**src/rtl/clk_sel_ctrl.sv**
```systemverilog
// clk_sel_ctrl: glitch-safe BUFGMUX select sequencer (debounce, quiesce, switch, settle).
// Define CLK_SEL_CTRL_TIMEOUT_EN to enable the quiesce timeout and the sticky timeout_err flag.
module clk_sel_ctrl #(
  parameter int unsigned DEB_CYC    = 16,
  parameter int unsigned QTO_CYC    = 256,
  parameter int unsigned SETTLE_CYC = 64
) (
  input  logic       clk_100m,
  input  logic       reset_n,
  input  logic       sel_req,
  input  logic       hold_ack,
  output logic       hold_req,
  output logic       ck_sel,
  output logic       clk_ok,
  output logic       busy,
  output logic       timeout_err,
  output logic [7:0] sw_cnt
);

  typedef enum logic [2:0] {
    IDLE     = 3'd0,
    DEBOUNCE = 3'd1,
    QUIESCE  = 3'd2,
    SWITCH   = 3'd3,
    SETTLE   = 3'd4
  } state_t;

  localparam logic [15:0] DEB_LAST    = 16'(DEB_CYC - 1);
  localparam logic [15:0] SETTLE_LAST = 16'(SETTLE_CYC - 1);

  state_t      state_q, state_d;
  logic [15:0] cnt_q, cnt_d;
  logic        sync1_q, sync1_d;
  logic        sreq_q, sreq_d;
  logic        ck_sel_q, ck_sel_d;
  logic        hold_req_q, hold_req_d;
  logic        busy_q, busy_d;
  logic        clk_ok_q, clk_ok_d;
  logic [7:0]  sw_cnt_q, sw_cnt_d;

`ifdef CLK_SEL_CTRL_TIMEOUT_EN
  localparam logic [15:0] QTO_LAST = 16'(QTO_CYC - 1);
  logic timeout_q, timeout_d;
`endif

  always_comb begin
    sync1_d  = sel_req;
    sreq_d   = sync1_q;
    state_d  = state_q;
    ck_sel_d = ck_sel_q;
    sw_cnt_d = sw_cnt_q;
`ifdef CLK_SEL_CTRL_TIMEOUT_EN
    timeout_d = timeout_q;
`endif
    case (state_q)
      IDLE: begin
        if (sreq_q != ck_sel_q) state_d = DEBOUNCE;
      end
      DEBOUNCE: begin
        if (sreq_q == ck_sel_q)    state_d = IDLE;
        else if (cnt_q == DEB_LAST) state_d = QUIESCE;
      end
      QUIESCE: begin
        // An acknowledge on the last allowed cycle wins over the timeout.
        if (hold_ack) begin
          state_d = SWITCH;
        end
`ifdef CLK_SEL_CTRL_TIMEOUT_EN
        else if (cnt_q == QTO_LAST) begin
          state_d   = SWITCH;
          timeout_d = 1'b1;
        end
`endif
      end
      SWITCH: begin
        state_d  = SETTLE;
        ck_sel_d = ~ck_sel_q;
        sw_cnt_d = sw_cnt_q + 8'd1;
      end
      SETTLE: begin
        if (cnt_q == SETTLE_LAST) state_d = IDLE;
      end
      default: state_d = IDLE;
    endcase

    // Shared counter restarts on every state entry and idles at zero.
    if (state_d != state_q || state_q == IDLE) cnt_d = '0;
    else                                       cnt_d = cnt_q + 16'd1;

    // Outputs are decoded from the next state so the registers track the state exactly.
    hold_req_d = (state_d == QUIESCE) || (state_d == SWITCH) || (state_d == SETTLE);
    busy_d     = (state_d != IDLE);
    clk_ok_d   = (state_d == IDLE) || (state_d == DEBOUNCE);
  end

  always_ff @(posedge clk_100m or negedge reset_n) begin
    if (!reset_n) begin
      state_q    <= IDLE;
      cnt_q      <= '0;
      sync1_q    <= 1'b0;
      sreq_q     <= 1'b0;
      ck_sel_q   <= 1'b0;
      hold_req_q <= 1'b0;
      busy_q     <= 1'b0;
      clk_ok_q   <= 1'b0;
      sw_cnt_q   <= '0;
    end else begin
      state_q    <= state_d;
      cnt_q      <= cnt_d;
      sync1_q    <= sync1_d;
      sreq_q     <= sreq_d;
      ck_sel_q   <= ck_sel_d;
      hold_req_q <= hold_req_d;
      busy_q     <= busy_d;
      clk_ok_q   <= clk_ok_d;
      sw_cnt_q   <= sw_cnt_d;
    end
  end

`ifdef CLK_SEL_CTRL_TIMEOUT_EN
  always_ff @(posedge clk_100m or negedge reset_n) begin
    if (!reset_n) timeout_q <= 1'b0;
    else          timeout_q <= timeout_d;
  end
  assign timeout_err = timeout_q;
`else
  assign timeout_err = 1'b0;
`endif

  assign hold_req = hold_req_q;
  assign ck_sel   = ck_sel_q;
  assign clk_ok   = clk_ok_q;
  assign busy     = busy_q;
  assign sw_cnt   = sw_cnt_q;

endmodule
```
**config.mk**
```make
export PLATFORM = sky130hd
export DESIGN_NAME = clk_sel_ctrl
export DESIGN_NICKNAME = d
export VERILOG_FILES = /design/src/rtl/clk_sel_ctrl.sv
export SDC_FILE = /design/constraint.sdc
export NUM_CORES = 1
export LEC_CHECK = 0
export ABC_AREA = 1
export CAP_MARGIN = 30
export CORE_ASPECT_RATIO = 1.25
export CORE_MARGIN = 2
export CORE_UTILIZATION = 40
export DETAILED_ROUTE_END_ITERATION = 6
export GPL_ROUTABILITY_DRIVEN = 0
export HOLD_SLACK_MARGIN = 0.05
export SLEW_MARGIN = 20
export SYNTH_ARGS = -nofsm -noshare
export SYNTH_HDL_FRONTEND = slang
export SYNTH_SLANG_ARGS = --single-unit
```
**constraint.sdc**
```tcl
create_clock -name clk_100m -period 1.6 [get_ports clk_100m]
set_clock_uncertainty 0.05 [all_clocks]
set_input_delay 0.32 -clock clk_100m [delete_from_list [all_inputs] [get_ports clk_100m]]
set_output_delay 0.32 -clock clk_100m [all_outputs]
set_load 0.005 [all_outputs]
```
# --- Word level (Yosys, flattened, before mapping) ---
# Cells that the tools add are included.
word_totals:
  elab_cells: 39
  ff_bits: 33
  inputBits: 4
classes:
  reduce_logical: 7
  eq_ne: 13
  add_sub_neg: 2
  bitwise_logic: 1
  mux: 7
ops:
  columns: ["cell", "count"]
  rows:
  - ["$add 16x1->16 const B", 1]
  - ["$eq 16x4->1 const B", 1]
  - ["$eq 16x6->1 const B", 1]
  - ["$mux 16", 1]
  - ["$mux 3", 5]
  - ["$pmux 3 s5", 1]
  - ["$eq 3x2->1 const B", 4]
  - ["$add 8x1->8 const B", 1]
  - ["$eq 3x1->1 const B", 2]
  - ["$eq 3x3->1 const B", 2]
  - ["$logic_not 3->1", 2]
  - ["$logic_or 1x1->1", 4]
  - ["$ne 3x3->1", 1]
  - ["$reduce_bool 3->1", 1]
  - ["$eq 1x1->1", 1]
  - ["$ne 1x1->1", 1]
  - ["$not 1->1", 1]

# --- Logic depth before layout (Yosys ltp) ---
# Gate-level depths: netlist of the first run.
logic_depth:
  word_depth: 7
  depth_mapped: 10
  ltp_nobuf: 9

# --- Worst setup path before layout of the first run ---
# No wires, ideal clock.
synth_path:
  path_kind: "register to register"
  startpoint: "register cnt_q[0]"
  endpoint: "register cnt_q[8]"
  slack_ns: 0.067
  path_buffers: 1
  t_arrival_ns: 1.363
  synth_period_minus_slack_ns: 1.533
  stages_incl_launch_ff: 10
  cell_sequence: "dfrtp_1 > ha_1 > nand3_2 > nor2_2 > nand2_1 > nand2_1 > o21ai_1 > nand3_2 > buf_6 > nor2_2"
synth_via:
  elab_chain_cells: 7
  elab_cells_between_ends: 10
synth_rtl:
  columns: ["element", "line", "text"]
  rows:
  - ["from (decl)", "32", "logic [15:0] cnt_q, cnt_d;"]
  - ["from (signal assigned)", "109", "cnt_q <= cnt_d;"]
  - ["$eq 16x4->1", "61", "else if (cnt_q == DEB_LAST) state_d = QUIESCE;"]
  - ["$mux 3", "61", null]
  - ["$mux 3", "60", "if (sreq_q == ck_sel_q) state_d = IDLE;"]
  - ["$pmux 3 s5", "55", "case (state_q)"]
  - ["$ne 3x3->1", "87", "if (state_d != state_q || state_q == IDLE) cnt_d = '0;"]
  - ["$logic_or 1x1->1", "87", null]
  - ["$mux 16 (*)", "87", null]
  - ["via cnt_d[8]", "32", null]
# The timed path passes the listed nets; every way through them passes the cells marked *.
# A chain may end at the register's enable or synchronous reset.

# --- Final worst setup path of the first run ---
layout_path:
  startpoint: "register cnt_q[6]"
  endpoint: "register cnt_q[14]"
# The elaborated chain is that of the path after synthesis.

==> results of run 1 <==
==> logic make-up (layout without fill, tap and decap cells) <==
logic type,count (synthesis),after routing,synth area share
compound gates,4,4,0.0139
flops,33,33,0.510
mux,1,1,0.00695
xor+xnor,21,21,0.114
simple gates,98,98,0.281
fa+ha+maj,2,2,0.0155
buf+inv,21,55,0.0572
other cells,1,1,0.00232
==> final cells by class <==
type	count	area [sq um]
sequential	33	827
timing repair buffer	28	295
multi-input combinational	127	757
inverter	19	73.8
fill	375	1740
tap	54	67.6
clock buffer	5	68.8
clock inverter	3	17.5
==> what timing repair did <==
item | in CTS | in global routing
endpoints found under the setup margin | 3 | 22
endpoints found under the hold margin | 0 | 0
pin swaps | 0 | 4
cloned | 0 | 1
setup buffers | 3 | 3
gates resized for setup | 0 | 19
==> through the flow <==
stage          cell area, sq um  power (W)  instances  utilization
2_1_floorplan              1620   0.000953        181            -
3_3_place_gp               1890    0.00101        254        0.491
3_5_place_dp               1890    0.00102        254        0.491
4_1_cts                    2000    0.00163        265        0.519
5_1_grt                    2110    0.00173        269        0.548
6_report                   2110    0.00164        269        0.548
==> worst max-delay path by stage <==
stage | startpoint | endpoint | cells past startpoint
floorplan | cnt_q[0] | cnt_q[8] | 9
global placement | hold_ack | cnt_q[15] | 7
detailed placement | hold_ack | cnt_q[2] | 7
CTS | sw_cnt[4] | sw_cnt[4] | 1
global route | cnt_q[6] | cnt_q[14] | 9
finish | cnt_q[6] | cnt_q[14] | 9
==> flip-flops by register name (all words and copies together) (netlist names) <==
name,cells
hold_req,1
clk_ok,1
cnt_q,16
sw_cnt,8
state_q,3
ck_sel,1
sreq_q,1
busy,1
sreq_d,1
==> worst register-to-register path: cells and delay by family, from the launching register on <==
family / cells / cell delay (ns)
flops: 1 / 0.43
compound gates: 1 / 0.09
buf+inv: 1 / 0.17
simple gates: 7 / 0.72
==> per-layer routing <==
metal,global-route usage,vias to the layer above,share of wire
met3,0.0515,8,0.033
met2,0.268,15,0.50
met5,0,-,0
li1,-,630,-
met1,0.188,620,0.44
met4,0.0652,0,0.023
==> cell usage after synthesis, types with 2 or more instances <==
| master | count |
|---|---|
| dfrtp_1 | 33 |
| xnor2_1 | 5 |
| inv_1 | 18 |
| nand3_2 | 3 |
| ha_1 | 2 |
| nand4_1 | 3 |
| xor2_1 | 16 |
| nor3_1 | 3 |
| nand2_1 | 35 |
| nor2_1 | 29 |
| nor2_2 | 10 |
| nand3_1 | 12 |
==> where the power goes <==
group,internal (W),switching [W],total (W)
clock,0.000300,0.000310,0.000609
sequential,0.000851,0.0000140,0.000865
combinational,0.0000796,0.0000908,0.000170
total,0.00123,0.000414,0.00164
==> impl_table.tex, run 1 <==
\begin{tabular}{lr}
\hline
Metric & Value \\
\hline
\multicolumn{2}{l}{\textbf{Worst setup path}} \\
Type of the worst setup path & reg2reg \\
Combined buffer and inverter count along the critical path & 1 \\
Crit path top cell by count & nand2\_1 \\
R2r worst-path depth & 9 \\
Category of the worst setup path capture point & flip-flop \\
Cell-by-cell trace of the critical path & nor2\_2, nand2\_1, nor2\_4, nand2\_1, nand2\_1, o21ai\_2, nand3\_4, clkbuf\_16, nor2\_2 \\
Arrival @ worst endpoint & between 1.5 and 2 ns \\
Worst flop-to-flop path endpoint & cnt\_q[14] \\
CP max-delay cell & dfrtp\_1 \\
CP peak stage delay & 0.43 ns \\
Required @ worst endpoint & around 1.7 ns \\
Register-to-register path setup slack & around 0.045 ns \\
Critical-path maximum fanout & 8 \\
CP delay by family, top & simple AND/OR/NAND/NOR gates \\
Startpoint class of the critical path & flip-flop \\
Worst reg2reg startpoint & cnt\_q[6] \\
\multicolumn{2}{l}{\textbf{Routing}} \\
Drt initial violations & 33 \\
Number of DRC violations after detailed routing & 0 \\
Overall routed net length & roughly 3.1 mm \\
Wirelength per Cell & $\sim$12 microns \\
Vias/cell & about 4.7 \\
Vias after detailed routing & between 1000 and 1500 \\
Post-DRT Antenna Nets & 0 \\
Detailed-routing iteration count for the pre-antenna-repair pass & 4 \\
\multicolumn{2}{l}{\textbf{STA}} \\
Total of endpoints with negative setup slack in the final report & 0 \\
Total negative slack for setup checks & 0 ns \\
Final count of pins violating max slew & 0 \\
Tcrit/Tclk final & 0.972 \\
Maximum frequency from static timing analysis & approximately 640 MHz \\
PnR worst setup slack & about 0.045 ns \\
Hold violation count in the final report & 0 \\
Time the worst path needs with I/O delays and setup & 1.56 ns \\
Worst-case hold slack & roughly 0.30 ns \\
\multicolumn{2}{l}{\textbf{Run status}} \\
Run status & complete, no violations \\
\multicolumn{2}{l}{\textbf{Cells and area}} \\
Most frequent cells in the layout & 33 x nand2\_1, 32 x dfrtp\_1, 23 x nor2\_1, 18 x inv\_1, 16 x xor2\_1 \\
Area Growth Syn to Fin & 30.1\% \\
Commonest non-fill, non-tap cell in the layout & nand2\_1 \\
Final \#Nets & 220 \\
Fraction of layout instances using a drive strength above 1 & 0.233 \\
Number of diodes added for antenna fixing & 0 \\
\multicolumn{2}{l}{\textbf{Clocking}} \\
Buffer depth of the longest clock path & 2 \\
Total number of clock tree sinks & 33 \\
Clock buffers created by TritonCTS & 5 \\
Clock root buffer & clkbuf\_8 \\
Deepest level of the CTS H-tree & 2 \\
Reg clk slew, reported paths & around 0.07 ns \\
Worst-Skew Late Latency & 0.29 ns \\
Hold buffers post-CTS & 0 \\
CTS tree & done \\
\multicolumn{2}{l}{\textbf{Logic synthesis}} \\
Post-synthesis register bit count & 33 \\
Most frequently used flop master after synthesis & dfrtp\_1 \\
YS warnings & 0 \\
Gate count after technology mapping & 181 \\
Library cell with the largest summed area after synthesis & dfrtp\_1 \\
Number of synthesized flops with an enable pin & 0 \\
Post-Syn Nets & roughly 190 \\
Summed instance area of the synthesized netlist & 1620 sq um \\
Top cells by area in the synthesized netlist & dfrtp\_1 51\%, xor2\_1 8.7\%, nand2\_1 8.1\%, nor2\_1 6.7\%, inv\_1 4.2\% \\
Async SR Flop Fraction & 1.00 \\
Sequential fraction of the synthesis area & 0.510 \\
Area share of the largest cell type after synthesis & 0.510 \\
Number of different library cells in the post-synthesis netlist & 24 \\
Mean instance size in the synthesized netlist & between 8 and 9 sq um \\
\multicolumn{2}{l}{\textbf{Placement}} \\
HPWL after detailed placement & about 2.2 mm \\
Buffers on Ports & 15 \\
Worst setup slack before clock tree synthesis & -0.0158 ns \\
\multicolumn{2}{l}{\textbf{Floorplan}} \\
Initial cell density of the core & 0.421 \\
Die height & 75.1 microns \\
Area enclosed by the die boundary & between 4000 and 5000 sq um \\
Ports placed on the boundary & 17 \\
Rows & 25 \\
Total core area & slightly below 4000 sq um \\
Horiz. Die Dim & 60.9 microns \\
\multicolumn{2}{l}{\textbf{Run}} \\
Max cap viols & 0 \\
\multicolumn{2}{l}{\textbf{Hold path}} \\
Classification of the worst-slack hold path & reg2reg \\
Depth of the worst hold-timing path & 0 \\
Worst hold path startpoint & sreq\_d \\
Sink of the worst hold path & sreq\_q \\
\multicolumn{2}{l}{\textbf{Pwr}} \\
Cell leakage power & slightly below 1 nW \\
Maximum VDD drop & 0.000456 V \\
Total power per unit cell area & approximately 800 nW/um\^{}2 \\
\multicolumn{2}{l}{\textbf{Global route}} \\
Global routing usage summed across all routing layers & 0.160 \\
Aggregate global routing overflow & 0 \\
Number of antenna violations at the first check in global routing & 0 \\
First-pass GRT wire length & approximately 5.4 mm \\
Number of global-route vias before repair & around 1300 \\
Pin count of the biggest net entering global routing & 34 \\
\hline
\end{tabular}
Power figures use the tool's default switching activity.
==> run 2: changes to the inputs <==
- REMOVE_ABC_BUFFERS: unset -> 1
==> run 2 against run 1 <==
Register-to-register slack better by 0.02 ns. Non-clock buffer count did not move. Highest routed layer unchanged. Count of clock-buffer cells in the layout unchanged. Critical endpoint is now sw_cnt[3]. Largest power group unchanged. Largest cell class unchanged. Die area stayed put.
==> impl_table.tex, run 2 (synthesized netlist as in run 1, its figures left out) <==
\begin{tabular}{lr}
\hline
Metric & Value \\
\hline
\multicolumn{2}{l}{\textbf{Routing}} \\
Overall routed net length & 3.22 mm \\
Post-DRT Antenna Nets & 0 \\
Drt initial violations & 36 \\
Wirelength per Cell & 12.0 microns \\
Vias after detailed routing & roughly 1300 \\
Vias/cell & around 4.8 \\
Number of DRC violations after detailed routing & 0 \\
Detailed-routing iteration count for the pre-antenna-repair pass & 4 \\
\multicolumn{2}{l}{\textbf{Worst setup path}} \\
CP max-delay cell & clkdlybuf4s50\_1 \\
Category of the worst setup path capture point & output pin \\
Arrival @ worst endpoint & 1.18 ns \\
Type of the worst setup path & reg2out \\
Cell-by-cell trace of the critical path & clkdlybuf4s50\_1 \\
Worst reg2reg startpoint & state\_q[1] \\
CP startpoint & sw\_cnt[3] \\
CP delay by family, top & buffers and inverters \\
CP peak stage delay & approximately 0.52 ns \\
Required @ worst endpoint & 1.23 ns \\
Critical-path maximum fanout & 3 \\
Combined buffer and inverter count along the critical path & 1 \\
Startpoint class of the critical path & flip-flop \\
\multicolumn{2}{l}{\textbf{Clocking}} \\
Hold buffers post-CTS & 0 \\
Worst-Skew Late Latency & between 0.2 and 0.3 ns \\
Buffer depth of the longest clock path & 2 \\
Total number of clock tree sinks & 33 \\
Clock buffers created by TritonCTS & 5 \\
Deepest level of the CTS H-tree & 2 \\
CTS tree & done \\
Reg clk slew, reported paths & 0.06 ns \\
Clock root buffer & clkbuf\_8 \\
\multicolumn{2}{l}{\textbf{STA}} \\
Total of endpoints with negative setup slack in the final report & 0 \\
Final count of pins violating max slew & 0 \\
Maximum frequency from static timing analysis & between 600 and 700 MHz \\
Hold violation count in the final report & 0 \\
Tcrit/Tclk final & 0.968 \\
Time the worst path needs with I/O delays and setup & roughly 1.5 ns \\
\multicolumn{2}{l}{\textbf{Global route}} \\
Number of global-route vias before repair & 1251 \\
Global routing usage summed across all routing layers & 0.155 \\
Pin count of the biggest net entering global routing & 34 \\
First-pass GRT wire length & 5.16 mm \\
Number of antenna violations at the first check in global routing & 0 \\
Aggregate global routing overflow & 0 \\
\multicolumn{2}{l}{\textbf{Run status}} \\
Run status & complete, no violations \\
\multicolumn{2}{l}{\textbf{Run}} \\
Max cap viols & 0 \\
\multicolumn{2}{l}{\textbf{Cells and area}} \\
Commonest non-fill, non-tap cell in the layout & nand2\_1 \\
Most frequent cells in the layout & 33 x nand2\_1, 32 x dfrtp\_1, 24 x nor2\_1, 18 x inv\_1, 16 x xor2\_1 \\
Fraction of layout instances using a drive strength above 1 & 0.216 \\
Total of fill cells in the finished design & $\sim$360 \\
Post-layout instance area & 2100 sq um \\
Post-Route Utilization & 0.546 \\
Number of diodes added for antenna fixing & 0 \\
Flip-flop count of the largest register after layout & 16 \\
Biggest register & cnt\_q \\
Final \#Nets & 220 \\
Area Growth Syn to Fin & 29.8\% \\
\multicolumn{2}{l}{\textbf{Placement}} \\
HPWL after detailed placement & roughly 2.2 mm \\
Buffers on Ports & 15 \\
Cell area after placement & $\sim$1900 sq um \\
\multicolumn{2}{l}{\textbf{Hold path}} \\
Classification of the worst-slack hold path & reg2reg \\
Worst hold path startpoint & sreq\_d \\
\multicolumn{2}{l}{\textbf{Floorplan}} \\
Area enclosed by the die boundary & roughly 4600 sq um \\
Total core area & just under 4000 sq um \\
Die height & 75.1 microns \\
Ports placed on the boundary & 17 \\
Horiz. Die Dim & around 61 microns \\
Initial cell density of the core & 0.421 \\
Rows & 25 \\
\multicolumn{2}{l}{\textbf{Pwr}} \\
Maximum VDD drop & between 0.0003 and 0.0004 V \\
Total power per unit cell area & 769 nW/um\^{}2 \\
Cell leakage power & 0.969 nW \\
\hline
\end{tabular}
[run 2: worst reg2reg max path: cells and delay by family (launching register included)]
| family | cells | cell delay [ns] |
|---|---|---|
| flops | 1 | 0.46 |
| simple gates | 6 | 0.61 |
| buf+inv | 3 | 0.32 |
[run 2: power breakdown]
part	switching (W)	internal [W]	leakage, nW
clock	0.000282	0.000285	0.0399
sequential	0.0000189	0.000852	0.445
combinational	0.0000927	0.0000849	0.484
total	0.000394	0.00122	0.969
[run 2: per-layer routing]
layer / track usage / share of wire / vias to the layer above
met3: 0.0550 / 0.046 / 7
met4: 0.0652 / 0.016 / 0
met5: 0 / 0 / -
met1: 0.174 / 0.41 / 633
met2: 0.264 / 0.53 / 31
li1: - / - / 623
[run 2: per-stage QoR]
step	setup slack (ns)	cells	TNS (ns)	hold slack [ns]	total power, W
2_1_floorplan	-0.000596	179	-0.00358	-0.0256	0.000943
3_3_place_gp	0.0126	253	0	0.284	0.00101
3_5_place_dp	-0.0444	253	-0.294	0.301	0.00102
4_1_cts	0.00472	259	0	0.315	0.00158
5_1_grt	-0.00424	267	-0.0118	0.321	0.00169
6_report	0.0509	267	0	0.310	0.00162
[run 2: cell type report]
type | count | area (sq um) | area share
Timing Repair Buffer | 28 | 295 | 0.140
Tap cell | 54 | 67.6 | 0.0321
Inverter | 19 | 73.8 | 0.0351
Clock buffer | 5 | 68.8 | 0.0327
Clock inverter | 1 | 5.00 | 0.00238
Sequential cell | 33 | 827 | 0.393
Multi-Input combinational cell | 127 | 764 | 0.364
[run 2: timing repair]
action / in CTS / in global routing
buffers inserted: 0 / 7
resized for setup: 0 / 19
endpoints found under the setup margin: 0 / 23
[run 2: final timing paths]
path                       cells after the start  slack, ns    endpoint
setup / recovery                               1       0.05   sw_cnt[3]
setup reg to reg                               9       0.06   cnt_q[12]
hold reg to reg                                0       0.31      sreq_q
max in group asynchronous                      2       0.97  state_q[0]
hold / removal                                 0       0.31      sreq_q
min in group asynchronous                      2       0.35    cnt_q[8]
==> RTL change: new RTL, config.mk and constraints of run 2 <==
Add a define of `CLK_SEL_CTRL_TIMEOUT_EN`.
--- a/src/rtl/clk_sel_ctrl.sv
+++ b/src/rtl/clk_sel_ctrl.sv
@@ -1,5 +1,7 @@
 // clk_sel_ctrl: glitch-safe BUFGMUX select sequencer (debounce, quiesce, switch, settle).
 // Define CLK_SEL_CTRL_TIMEOUT_EN to enable the quiesce timeout and the sticky timeout_err flag.
+`define CLK_SEL_CTRL_TIMEOUT_EN
+
 module clk_sel_ctrl #(
   parameter int unsigned DEB_CYC    = 16,
   parameter int unsigned QTO_CYC    = 256,
Check against the original RTL: no difference found for any inputs over 10 cycles, from zero or initial values and one cycle with reset_n low; that may be too few to reach the edited logic, so the function may still have changed.
==> RTL change against run 2 <==
  * The flow now finishes with violations (negative setup slack)
  * Critical endpoint is now cnt_q[6]
  * Sequential share of layout area fell by 6.2 points
  * Clock power rose by 15%
  * Sequential cell count rose by 1
  * Largest cell class is now multi-input combinational cells
  * Largest power group unchanged
  * Via count rose by 7.0%
  * Final area rose by 22%
  * Critical path type is now register to register
  * Non-clock buffer count rose by 35
  * Sequential power rose by 0.8%
  * Synthesized area rose by 6.7%
  * Power rose by 5.0%
  * Die area rose by 6.3%
  * Worst setup slack got worse by 0.14 ns
  * Count of clock-buffer cells in the layout rose by 1
  * Wire length rose by 14%
==> RTL change: results (changes against run 2) <==
- The worst-case setup margin in the final layout was -0.0924 ns (-0.143 ns).
- Global-route usage over all layers: 0.158 (+0.00301)
* Setup TNS after final layout: -1.27 ns (-1.27 ns)
- Multiplexer area fraction after synthesis: 0 (-0.00696)
- Synth unique cells: 25 (+4.2%)
- Gate family responsible for the most delay along the worst path: simple AND/OR/NAND/NOR gates
* Cell count after placement: 277 (+9.5%)
- Detail Route met3 WL: 112 µm (-24%)
- The setup violation total in the final timing report came to 16 (+16).
- Most used standard cells in the synthesized netlist: sky130_fd_sc_hd__dfrtp_1 (34), sky130_fd_sc_hd__nand2_1 (27), sky130_fd_sc_hd__nor2_1 (22)
- The area fraction in compound gates after synthesis is 0.0152 (+0.00130).
- Leading post-synthesis cells by cell area: sky130_fd_sc_hd__dfrtp_1 (49%), sky130_fd_sc_hd__nor2_4 (7.2%), sky130_fd_sc_hd__xor2_1 (6.6%)
- The largest net degree at the start of global routing came to 35 (+2.9%).
* Xor and xnor area share after synthesis: 0.101 (-0.0122)
- Worst setup slack for register-to-register paths: -0.09 ns (-0.15 ns)
* Routed wire length on met2: 2060 µm (+22%)
* Post-Route Hold Slack: 0.322 ns (+0.0121 ns)
- The area after detailed placement came to 2190 µm² (+17%).
* Count of input and output buffers: 16 (+1)
* Met2 Resource Use GR: 0.289 (+0.0252)
- Number of fillers in the final layout: 368 (+1.7%)
- The number of global-route vias before repair is 1406 (+12%).
- The net count of the finished layout is 252 (+15%).
- The fraction of the mapped netlist area in adder cells was 0.0145 (-0.000974).
- The post-detailed-route wirelength per cell is 12.1 µm (+0.67%).
- The HPWL after detailed placement came to 2500 µm (+14%).
- The routing usage on met3 is 0.0449 (-0.0101).
- The wire length of the first global-routing pass is 6040 µm (+17%).
- The checks that failed: negative setup slack.
- The maximum vdd ir drop is 0.416 mV (+15%).
- Crit-path max cell delay: 0.40 ns (-0.12 ns)
- The count of non-filler cells in the finished layout was 303 (+13%).
- The worst-path maximum fanout was 4 (+1).
* Run status: finished with violations
- The arrival time of the worst setup path came to 1.81 ns (+0.63 ns).
* Crit-path slowest cell: sky130_fd_sc_hd__dfrtp_1
- The post-route standard cell area excluding fillers came to 2570 µm² (+22%).
- Per-instance average area after synthesis: 9.76 µm² (+9.1%)
* Fraction of layout cells with a size suffix above 1: 0.429 (+0.213)
-- RTL change: worst paths after layout --
kind	startpoint	end	cells past startpoint
max in group asynchronous	reset_n	state_q[0]	2
setup reg to reg	cnt_q[1]	cnt_q[6]	11
min in group asynchronous	reset_n	cnt_q[15]	2
setup / recovery	cnt_q[1]	cnt_q[6]	11
hold / removal	sreq_d	sreq_q	0
hold reg to reg	sreq_d	sreq_q	0
-- RTL change: where the power goes --
group	total [W]	switching (W)	internal, W
sequential	0.000878	0.00000817	0.000870
clock	0.000654	0.000309	0.000345
combinational	0.000165	0.0000906	0.0000744
total	0.00170	0.000408	0.00129
-- RTL change: worst reg2reg max path: stages, from the launching register on --
cell	delay, ns
sky130_fd_sc_hd__dfrtp_1	0.40
sky130_fd_sc_hd__ha_4	0.17
sky130_fd_sc_hd__nand3_4	0.11
sky130_fd_sc_hd__nor2_4	0.15
sky130_fd_sc_hd__nand3_2	0.10
sky130_fd_sc_hd__nand2_2	0.09
sky130_fd_sc_hd__nand2_4	0.06
sky130_fd_sc_hd__nand2_4	0.09
sky130_fd_sc_hd__nand2_4	0.05
sky130_fd_sc_hd__nand3_4	0.10
sky130_fd_sc_hd__clkbuf_16	0.17
sky130_fd_sc_hd__nor2_4	0.03
-- RTL change: timing repair --
item / CTS / global route
resized for setup: 9 / 24
gates cloned: 0 / 1
pin swaps: 2 / 11
setup endpoints to repair: 21 / 30
buffers inserted: 5 / 12
-- RTL change: cell type report --
type,count,area share
clock inverters,2,0.00487
well taps,56,0.0273
inverters,21,0.0307
flip-flops and latches,34,0.332
repair buffers,63,0.222
clock buffers,6,0.0321
multi-input cells,121,0.352
